$ cat config.mk
export PLATFORM = sky130hd
export DESIGN_NAME = pingpong_reader
export DESIGN_NICKNAME = d
export VERILOG_FILES = /design/src/rtl/pingpong_reader.sv
export SDC_FILE = /design/constraint.sdc
export NUM_CORES = 1
export LEC_CHECK = 0
export CAP_MARGIN = 40
export CORE_UTILIZATION = 49
export DETAILED_ROUTE_END_ITERATION = 16
export MAX_ROUTING_LAYER = met4
export PLACE_DENSITY = 0.75
export SETUP_SLACK_MARGIN = 0.2
export SLEW_MARGIN = 20
export SYNTH_ARGS = -nofsm -noshare
export SYNTH_HDL_FRONTEND = slang
export SYNTH_SLANG_ARGS = --single-unit
$ cat constraint.sdc
create_clock -name clk -period 1.9 [get_ports clk]
set_input_delay 0.19 -clock clk [delete_from_list [all_inputs] [get_ports clk]]
set_output_delay 0.19 -clock clk [all_outputs]
set_load 0.01 [all_outputs]
$ cat src/rtl/pingpong_reader.sv
// pingpong_reader: read-side controller for a two-bank ping-pong layer buffer.
// Drains banks in order 0,1,0,... through a 3-entry output FIFO with read credits.
module pingpong_reader #(
  parameter int ADDR_W = 8,
  parameter int DEPTH  = 256,
  parameter int DATA_W = 16
) (
  input  logic              clk,
  input  logic              rst,
  input  logic [1:0]        bank_full,
  output logic [1:0]        bank_release,
  output logic              rd_en,
  output logic [ADDR_W-1:0] rd_addr,
  output logic              bank_sel,
  input  logic [DATA_W-1:0] rd_data,
  output logic              out_valid,
  input  logic              out_ready,
  output logic [DATA_W-1:0] out_data,
  output logic              out_last,
  output logic              busy
);
  // state   | meaning
  // S_WAIT  | idle, waiting for bank_full[cur]
  // S_READ  | issuing sequential reads while credit allows
  // S_FLUSH | all reads issued, draining until the out_last handshake
  typedef enum logic [1:0] {S_WAIT, S_READ, S_FLUSH} state_t;

  localparam logic [ADDR_W-1:0] LAST_ADDR = ADDR_W'(DEPTH - 1);

  state_t            r_state;
  logic              r_cur;
  logic [ADDR_W-1:0] r_addr;
  logic              r_inflight;
  logic              r_inflight_last;
  logic [1:0]        r_release;
  logic [DATA_W:0]   r_fifo [4];
  logic [1:0]        r_wptr;
  logic [1:0]        r_rptr;
  logic [1:0]        r_count;

  logic              w_rd_en;
  logic              w_push;
  logic              w_pop;
  logic              w_head_last;
  logic [2:0]        w_credit;

  // The in-flight read already owns a FIFO slot, so it is counted as occupied.
  assign w_credit    = {1'b0, r_count} + {2'b00, r_inflight};
  assign w_rd_en     = (r_state == S_READ) && (w_credit < 3'd3);
  assign w_push      = r_inflight;
  assign w_pop       = (r_count != 2'd0) && out_ready;
  assign w_head_last = r_fifo[r_rptr][DATA_W];

  always_ff @(posedge clk or negedge rst) begin
    if (!rst) begin
      r_state         <= S_WAIT;
      r_cur           <= 1'b0;
      r_addr          <= '0;
      r_inflight      <= 1'b0;
      r_inflight_last <= 1'b0;
      r_release       <= 2'b00;
    end else begin
      r_inflight      <= w_rd_en;
      r_inflight_last <= w_rd_en && (r_addr == LAST_ADDR);
      r_release       <= 2'b00;
      case (r_state)
        S_WAIT: begin
          if (bank_full[r_cur]) begin
            r_state <= S_READ;
            r_addr  <= '0;
          end
        end
        S_READ: begin
          if (w_rd_en) begin
            if (r_addr == LAST_ADDR) r_state <= S_FLUSH;
            else                     r_addr  <= r_addr + 1'b1;
          end
        end
        S_FLUSH: begin
          if (w_pop && w_head_last) begin
            r_state   <= S_WAIT;
            r_cur     <= ~r_cur;
            r_release <= r_cur ? 2'b10 : 2'b01;
          end
        end
        default: r_state <= S_WAIT;
      endcase
    end
  end

  always_ff @(posedge clk or negedge rst) begin
    if (!rst) begin
      for (int i = 0; i < 4; i++) r_fifo[i] <= '0;
      r_wptr  <= 2'd0;
      r_rptr  <= 2'd0;
      r_count <= 2'd0;
    end else begin
      if (w_push) begin
        r_fifo[r_wptr] <= {r_inflight_last, rd_data};
        r_wptr         <= (r_wptr == 2'd2) ? 2'd0 : r_wptr + 2'd1;
      end
      if (w_pop) r_rptr <= (r_rptr == 2'd2) ? 2'd0 : r_rptr + 2'd1;
      case ({w_push, w_pop})
        2'b10:   r_count <= r_count + 2'd1;
        2'b01:   r_count <= r_count - 2'd1;
        default: r_count <= r_count;
      endcase
    end
  end

  assign rd_en        = w_rd_en;
  assign rd_addr      = r_addr;
  assign bank_sel     = r_cur;
  assign bank_release = r_release;
  assign out_valid    = (r_count != 2'd0);
  assign out_data     = r_fifo[r_rptr][DATA_W-1:0];
  assign out_last     = (r_count != 2'd0) && w_head_last;
  assign busy         = (r_state != S_WAIT);

endmodule

==> results of run 1 <==
==> routing by layer <==
| metal | GRT usage (%) | share of wire [%] | up-vias |
|---|---|---|---|
| li1 | - | - | 1157 |
| met1 | 29.3 | 48 | 1259 |
| met2 | 31.4 | 47 | 53 |
| met3 | 3.65 | 3.2 | 14 |
| met4 | 6.90 | 1.4 | 0 |
| met5 | - | 0 | - |
==> layout by cell type, fill, tap and decap left out, drive strengths merged, types with 6 or more instances in the layout <==
| cell | instances |
|---|---|
| clkbuf | 12 |
| mux2 | 69 |
| nand2 | 11 |
| dfrtp | 89 |
| nor2 | 8 |
| buf | 56 |
| mux4 | 17 |
| clkdlybuf4s50 | 30 |
| nand3 | 6 |
| inv | 6 |
==> synth_stat cells, types with 2 or more instances <==
library cell  number
or2_2              4
o21ai_0            5
mux2i_1            2
nor3_1             2
dfrtp_1           89
a211o_1            2
nor2_1             8
nand2_1           11
nand3_1            6
inv_1              5
mux2_2            59
mux4_2            17
mux2_4            10
ha_1               4
buf_2              6
nor2b_1            2
xnor2_1            3
o21a_1             2
a21oi_1            5
==> report_power, final <==
group / internal [mW] / switching [mW] / total, mW
registers: 2.75 / 0.519 / 3.27
logic: 2.94 / 1.85 / 4.78
clock network: 0.669 / 0.608 / 1.28
==> critical path, cell delays in order, from the launching register on <==
cell and delay, ns:
dfrtp_2 0.40, buf_6 0.14, buf_12 0.12, mux4_2 0.52, buf_6 0.14
==> registers in the layout, summed over array words and instances (netlist names) <==
register	flops
rd_addr	8
r_fifo	68
r_state	2
bank_sel	1
r_count	2
r_inflight_last	1
r_inflight	1
r_rptr	2
r_wptr	2
bank_release	2
==> cell type report <==
cell class,instances,area [µm²]
multi-input cells,158,1730
inverters,6,22.5
repair buffers,88,828
clock buffers,12,155
clock inverters,3,40.0
fillers,565,2640
well taps,102,128
flip-flops and latches,89,2230
==> repair_timing <==
item,in CTS,in global routing
hold endpoints to repair,37,0
endpoints found under the setup margin,28,28
gates resized for setup,91,22
gates cloned,1,0
setup buffers,7,1
hold buffers,1,0
pin swaps,5,6
==> worst max-delay path by stage <==
stage          startpoint     endpoint
3_5_place_dp    r_rptr[0]  out_data[6]
4_1_cts         r_rptr[0]     out_last
6_report        r_rptr[0]  out_data[9]
2_1_floorplan  r_count[0]   rd_addr[7]
3_3_place_gp    r_rptr[0]     out_last
5_1_grt         r_rptr[0]  out_data[9]
==> stage by stage <==
step	hold WS (ns)	utilization (%)	TNS (ns)
after floorplan	-0.106	-	0
after global placement	0.193	61.5	0
after detailed placement	0.197	61.5	0
after CTS	0.356	64.6	0
after global routing	0.389	66.0	-0.00815
final	0.346	66.0	0
==> cells by family (layout without fill, tap and decap cells) <==
group	Yosys count	after routing
buf+inv	15	109
simple gates	39	39
xor+xnor	4	4
mux	88	88
compound gates	23	23
flops	89	89
fa+ha+maj	4	4
==> summary.md, run 1 <==
| Metric | Value |
|---|---|
| Synthesized Nets | 287 |
| Gr ovfl total | 0 |
| CP startpoint kind | register |
| Largest net degree at the start of global routing | 41 |
| Reg2Reg Depth | 8 |
| Wire length per cell | 17.1 µm |
| CP Max Fanout | 5 |
| H-tree lvl count | 3 |
| Top post-synthesis cells by area | dfrtp_1, mux2_2, mux4_2 |
| Std-Cell Rows | 32 |
| VDD IR max | 1230 µV |
| Worst-path clk slew | 0.08 ns |
| Leak | 2.24 nW |
| Xor/xnor share of the synthesized area | 0.885% |
| DRC viols | 0 |
| Placed Cells | 433 |
| Die ar. | 0.00844 mm² |
| Number of distinct library cells after synthesis | 39 |
| Kind of critical path | reg -> out |
| Ant. Diodes | 0 |
| Final Max Tran Viols | 0 |
| Post-synthesis mux area share | 30.8% |
| # setup viols final | 0 |
| CORE AREA | 0.00777 mm² |
| Total CTS buffers | 9 |
| Hold Violations, Final | 0 |
| Max cap viols | 0 |
| Global-route wire length before repair | 13.2 mm |
| Dpl hpwl | 5.36 mm |
| IO buf count | 51 |
| Ports | 52 |
| Synthesized area per cell | 15.1 µm² |
| Mapped cell area | 0.00396 mm² |
| Min Tclk post-route | 1.85 ns |
| CTS tree | done |
| Clock Skews | 0.00577 ns |
| Register area share after synthesis | 56.3% |
| Clock root cell | clkbuf_8 |
| Worst R2R End | rd_addr[6] |
| Placed Area | 0.00478 mm² |
| Final Cell Area | 0.00513 mm² |
| Worst-Skew Late Latency | 0.35 ns |
| Main combinational cell family by area after synthesis | multiplexers |
| RSZ-0062 raised after global routing | yes |
| Synth Area in Simple Gates | 4.99% |
| Post-synth EDFFs | 0 |
| Asr flop ratio synth | 100% |
| Via count | 2,483 |
| HP Class | in -> async |
| Drt via density | 5.42 |
| Pre-Repair DR Iteration Count | 4 |
| Slew Limit Headroom | 67.2% |
| Final Wtd Congestion | 0.856 |
| Synth top area share | 56.3% |
| Die Width | 91.9 µm |
| Worst EP required | 1.71 ns |
| Compound-Gate Fraction of Synth Area | 3.95% |
| Final Cycle Share | 97.5% |
| Clock tree sinks | 89 |
| Max Freq | 540 MHz |
| Number of global-route vias before repair | 2,593 |
| YS warnings | 0 |
| GRT Util Overall | 20.9% |
| Clock buffer depth | 2 |
| Fin cells | 458 |
| RR Startpoint | r_inflight |
| Proportion of layout cells with a drive suffix above 1 | 49.4% |
| DRT iter0 DRCs | 147 |
| Worst-margin pin slew | 0.491 ns |
| Syn-to-layout area delta | 29.6% |
| R2r setup slk | 0.11 ns |
| Setup ws final | 0.0473 ns |
| Synth area leader | dfrtp_1 |
| Crit end category | output port |
| Routed WL | 7.85 mm |
| Final #Nets | 377 |
| Mapped Cells | 262 |
| Initial core utilization | 51.0% |
| Post-Synth Adder-Cell Area | 1.26% |
| Seq cells post-synth | 89 |
| Top_reg_cell synth | dfrtp_1 |
| Die span in y | 91.9 µm |
| PwrDens | 1820 mW/mm² |
| Remaining antenna violation count | 0 |
| CP arrival | 1.66 ns |
| Initial antenna violation count | 0 |
| Run status | complete, no violations |
| Place WS | 0.0292 ns |
| Pwr Total | 9.33 mW |
(Power assumes the default switching activity.)
==> run 2, diff against run 1 <==
CAP_MARGIN = unset   (was 40)
SETUP_SLACK_MARGIN = unset   (was 0.2)
==> summary.md, run 2 (synthesis results as in run 1) <==
| Metric | Value |
|---|---|
| Placed Area | 0.00475 mm² (-0.55%) |
| Die span in y | 91.9 µm (unchanged) |
| Clock tree sinks | 89 (unchanged) |
| Remaining antenna violation count | 0 (unchanged) |
| DRC viols | 0 (unchanged) |
| IO buf count | 51 (unchanged) |
| Clock root cell | clkbuf_8 |
| Global-route wire length before repair | 13.0 mm (-1.6%) |
| Max Freq | 527 MHz (-2.4%) |
| Final Cycle Share | 99.9% (+2.4 points) |
| CP dominant cell by count | buf_6 |
| Std-Cell Rows | 32 (unchanged) |
| Kind of critical path | reg -> out |
| Total CTS buffers | 9 (unchanged) |
| Hold Violations, Final | 0 (unchanged) |
| Slowest cell on crit path | mux4_2 |
| Worst EP required | 1.71 ns (about the same) |
| R2r setup slk | 0.06 ns (-0.05 ns) |
| Ant. Diodes | 0 (unchanged) |
| Final Cell Area | 0.00500 mm² (-2.5%) |
| Max cap viols | 0 (unchanged) |
| Largest register FFs | 68 (unchanged) |
| Delay-heaviest family, CP | buffers and inverters |
| CP arrival | 1.71 ns (+0.05 ns) |
| Slowest stage delay, CP | 0.44 ns (-0.08 ns) |
| Via count | 2,435 (-1.9%) |
| Syn-to-layout area delta | 26.3% |
| Placed Cells | 427 (-1.4%) |
| Final Max Tran Viols | 0 (unchanged) |
| Largest net degree at the start of global routing | 55 (+34%) |
| Pre-Repair DR Iteration Count | 4 (unchanged) |
| Run status | complete, no violations |
| Worst-path clk slew | 0.09 ns (about the same) |
| Util after Layout | 64.4% (-1.7 points) |
| Die Width | 91.9 µm (unchanged) |
| CTS tree | done |
| Number of global-route vias before repair | 2,612 (+0.73%) |
| GRT Util Overall | 20.8% (-0.10 points) |
| HP Class | in -> async |
| Final Wtd Congestion | 0.881 (+3.0%) |
| # setup viols final | 0 (unchanged) |
| Clock buffer depth | 2 (unchanged) |
| CORE AREA | 0.00777 mm² (unchanged) |
| DRT iter0 DRCs | 95 (-35%) |
| CP startpoint kind | register |
| Ports | 52 (unchanged) |
| Register with the most flip-flops | r_fifo |
| Die ar. | 0.00844 mm² (unchanged) |
| Proportion of layout cells with a drive suffix above 1 | 44.3% (-5.1 points) |
| Leak | 2.19 nW (-2.3%) |
| Origin of the worst setup path | r_rptr[0] |
| Fin cells | 447 (-2.4%) |
| Cell Chain, Critical Path | buf_6 -> buf_6 -> buf_6 -> mux4_2 -> buf_6 |
| Initial antenna violation count | 0 (unchanged) |
| Worst-Skew Late Latency | 0.34 ns (about the same) |
| RR Startpoint | r_inflight |
| Most common cell after layout, fill and taps aside | dfrtp_1 |
| Drt via density | 5.45 (+0.48%) |
| H-tree lvl count | 3 (unchanged) |
| Dpl hpwl | 5.09 mm (-5.1%) |
| Final #Nets | 368 (-2.4%) |
| CP Max Fanout | 4 (-1) |
| Buffers & Inverters on Critical Path | 4 (+1) |
| Clock Skews | 0.0138 ns (+0.00804 ns) |
| Final Hold Slack | 0.359 ns (+0.0129 ns) |
| Crit end category | output port |
| VDD IR max | 802 µV (-35%) |
| Setup TNS | 0 ns (unchanged) |
| Initial core utilization | 51.0% (unchanged) |
| Wire length per cell | 17.1 µm (-0.50%) |
| Min Tclk post-route | 1.90 ns (+0.0453 ns) |
| RSZ-0062 raised after global routing | yes |
| PwrDens | 1780 mW/mm² (-2.1%) |
| Worst-margin pin slew | 0.469 ns (-0.0225 ns) |
| Routed WL | 7.62 mm (-2.9%) |
| Slew Limit Headroom | 68.7% (+1.5 points) |
| Gr ovfl total | 0 (unchanged) |
| Commonest cells after routing, fill and taps aside | dfrtp_1, mux2_2, clkdlybuf4s50_1 |
## run 2: cell count changes in the layout (fill, tap and decap cells not counted), moves of 2 or more
cell	previous run	this run
buf_4	30	19
buf_6	17	9
buf_12	1	4
buf_2	6	9
clkbuf_2	0	2
clkbuf_8	11	9
clkinv_2	2	0
## run 2: through the flow
step,setup WS [ns],power [mW]
2_1_floorplan,0.0627,5.74
3_3_place_gp,-0.0217,7.43
3_5_place_dp,-0.0516,7.54
4_1_cts,-0.0355,8.82
5_1_grt,-0.0570,9.49
6_report,0.00195,8.90
## run 2: worst register-to-register path, stage by stage (launching register included)
cell	delay (ns)
dfrtp_1	0.39
ha_2	0.20
ha_4	0.22
a21oi_4	0.17
buf_4	0.14
o211ai_1	0.12
o21a_2	0.18
a211o_1	0.29
## run 2: path summary, 6_finish.rpt
kind	to	cells after the start
worst min register to register	r_fifo[18]	1
min in group clk	r_fifo[18]	1
max in group asynchronous	r_rptr[0]	3
worst max register to register	rd_addr[3]	7
worst min-delay path	r_fifo[29]	2
worst max-delay path	out_data[14]	5
## run 2: power breakdown
| group | leakage [nW] | internal (mW) | switching [mW] |
|---|---|---|---|
| registers | 1.07 | 2.75 | 0.506 |
| clock network | 0.0983 | 0.723 | 0.605 |
| logic | 1.02 | 2.62 | 1.70 |
| total | 2.19 | 6.09 | 2.81 |
## run 2: timing repair
action	in CTS	in global routing
pin swaps	2	1
setup buffers	5	2
hold buffers	1	0
cloned	0	0
endpoints found under the setup margin	20	23
hold endpoints to repair	35	0
resized for setup	70	11
## run 2: area by class of cell
type	instances	area, µm²
timing repair buffer	79	739
clock inverter	3	68.8
tap	102	128
clock buffer	10	128
fill	605	2770
multi-input combinational	158	1690
sequential	89	2230
inverter	6	22.5
## run 2: layer usage
metal  wire, µm  track usage [%]  vias up
met5          0                -        -
met4         95             8.59        0
met3        206             3.81       10
met2       3780             31.7       44
met1       3540             27.9     1245
li1           -                -     1136
==> run 3, diff against run 2 <==
SKIP_CTS_REPAIR_TIMING = 1   (was unset)
==> summary.md, run 3 (synthesis results as in run 1) <==
| Metric | Value |
|---|---|
| Run status | complete, no violations |
| Number of global-route vias before repair | 2,572 (-1.5%) |
| Clock Skews | 0.0136 ns (-0.000255 ns) |
| Met1 WL | 3.45 mm (-2.5%) |
| Slowest cell on crit path | mux4_2 |
| Initial antenna violation count | 0 (unchanged) |
| Hold Violations, Final | 0 (unchanged) |
| Met2 Wirelength | 3.75 mm (-1.0%) |
| Reg2Reg Depth | 7 (unchanged) |
| Worst-path clk slew | 0.09 ns (about the same) |
| Min Tclk post-route | 1.88 ns (-0.0205 ns) |
| Initial core utilization | 51.0% (unchanged) |
| Largest net degree at the start of global routing | 55 (unchanged) |
| CP Max Fanout | 5 (+1) |
| RR Startpoint | r_inflight |
| Clock buffer depth | 2 (unchanged) |
| Die ar. | 0.00844 mm² (unchanged) |
| Proportion of layout cells with a drive suffix above 1 | 41.7% (-2.7 points) |
| Top layer reached by signal wires | met4 |
| Worst-margin pin slew | 0.467 ns (-0.00220 ns) |
| Final #Nets | 366 (-0.54%) |
| Final Wtd Congestion | 0.881 (unchanged) |
| GRT Util Overall | 20.7% (-0.15 points) |
| Most common cell after layout, fill and taps aside | dfrtp_1 |
| Max Freq | 533 MHz (+1.1%) |
| Final Max Tran Viols | 0 (unchanged) |
| Clock tree sinks | 89 (unchanged) |
| Routed WL | 7.58 mm (-0.58%) |
| # setup viols final | 0 (unchanged) |
| CP arrival | 1.69 ns (-0.02 ns) |
| Slew Limit Headroom | 68.9% (+0.15 points) |
| Clock root cell | clkbuf_8 |
| Kind of critical path | reg -> out |
| Cell Chain, Critical Path | buf_4 -> mux4_2 -> and2_4 -> clkbuf_2 |
| Max cap viols | 0 (unchanged) |
| Remaining antenna violation count | 0 (unchanged) |
| Ant. Diodes | 0 (unchanged) |
| Placed Cells | 427 (unchanged) |
| Global-route wire length before repair | 12.9 mm (-0.37%) |
| DRT iter0 DRCs | 95 (unchanged) |
| CP startpoint kind | register |
| Worst-Skew Late Latency | 0.35 ns (about the same) |
| Commonest cells after routing, fill and taps aside | dfrtp_1, mux2_2, clkdlybuf4s50_1 |
| IO buf count | 51 (unchanged) |
| Dpl hpwl | 5.09 mm (unchanged) |
| Std-Cell Rows | 32 (unchanged) |
| Final Cycle Share | 98.8% (-1.1 points) |
| Crit end category | output port |
| Pre-Repair DR Iteration Count | 4 (unchanged) |
| CTS tree | done |
| Slowest stage delay, CP | 0.52 ns (+0.08 ns) |
| HP Class | in -> async |
| Leak | 2.27 nW (+3.5%) |
| Drt via density | 5.50 (+1.0%) |
| Die span in y | 91.9 µm (unchanged) |
| Final Hold Slack | 0.355 ns (-0.00364 ns) |
| PwrDens | 1760 mW/mm² (-1.1%) |
| H-tree lvl count | 3 (unchanged) |
| RSZ-0062 raised after global routing | yes |
| VDD IR max | 826 µV (+3.0%) |
| Largest register FFs | 68 (unchanged) |
| Syn-to-layout area delta | 26.6% |
| Via count | 2,449 (+0.57%) |
| Wire length per cell | 17.0 µm (-0.13%) |
| Die Width | 91.9 µm (unchanged) |
| Routed met3 length | 304 µm (+48%) |
| R2r setup slk | 0.02 ns (-0.04 ns) |
| CORE AREA | 0.00777 mm² (unchanged) |
| Ports | 52 (unchanged) |
| Total CTS buffers | 9 (unchanged) |
| Fin cells | 445 (-0.45%) |
| Register with the most flip-flops | r_fifo |
| DRC viols | 0 (unchanged) |
| Worst EP required | 1.71 ns (about the same) |
| Gr ovfl total | 0 (unchanged) |
| Worst R2R End | rd_addr[3] |
-- run 3: changes by cell type in the layout (fill, tap and decap cells not counted), sizes merged --
cell           delta
dlymetal6s2s     +11
dlygate4sd2       -2
clkdlybuf4s15     -1
clkbuf            +5
buf              -15
-- run 3: cell type report --
class / instances / area [µm²]
fillers: 600 / 2760
flip-flops and latches: 89 / 2230
multi-input cells: 158 / 1680
repair buffers: 77 / 758
clock buffers: 10 / 128
well taps: 102 / 128
clock inverters: 3 / 68.8
inverters: 6 / 22.5
-- run 3: per-layer routing --
layer	vias up	GRT usage, %
met5	-	-
met4	0	7.81
met3	8	3.73
met2	49	31.5
met1	1258	28.1
li1	1134	-
-- run 3: how the worst max path moves through the flow --
stage                     from          to  slack [ns]  cells after the start
floorplan           r_inflight  rd_addr[7]        0.06                      6
global placement    r_inflight       rd_en       -0.02                      6
detailed placement  r_inflight       rd_en       -0.05                      6
CTS                 r_inflight       rd_en       -0.43                      6
global route        r_inflight  rd_addr[7]       -0.03                      7
finish               r_rptr[0]    out_last        0.02                      4
-- run 3: through the flow --
step           TNS (ns)  power (mW)  instance area (µm²)  util, %  setup slack [ns]
6_report              0        8.83                 5010     64.5            0.0225
4_1_cts           -5.72        8.89                 4950     63.7            -0.433
3_5_place_dp    -0.0964        7.54                 4750     61.1           -0.0516
3_3_place_gp    -0.0217        7.43                 4750     61.1           -0.0217
2_1_floorplan         0        5.74                 3960        -            0.0627
5_1_grt          -0.103        9.42                 5010     64.5           -0.0301
-- run 3: worst max-delay path, delay by kind of cell, from the launching register on --
family | cells | cell delay [ns]
muxes | 1 | 0.52
DFF | 1 | 0.41
buffers and inverters | 2 | 0.24
and+or+nand+nor | 1 | 0.17
-- run 3: power breakdown --
part	total [mW]	internal (mW)	switching, mW	leakage (nW)
Sequential	3.25	2.75	0.506	1.07
Combinational	4.24	2.59	1.65	1.10
Clock	1.33	0.723	0.607	0.0983
Total	8.83	6.06	2.77	2.27
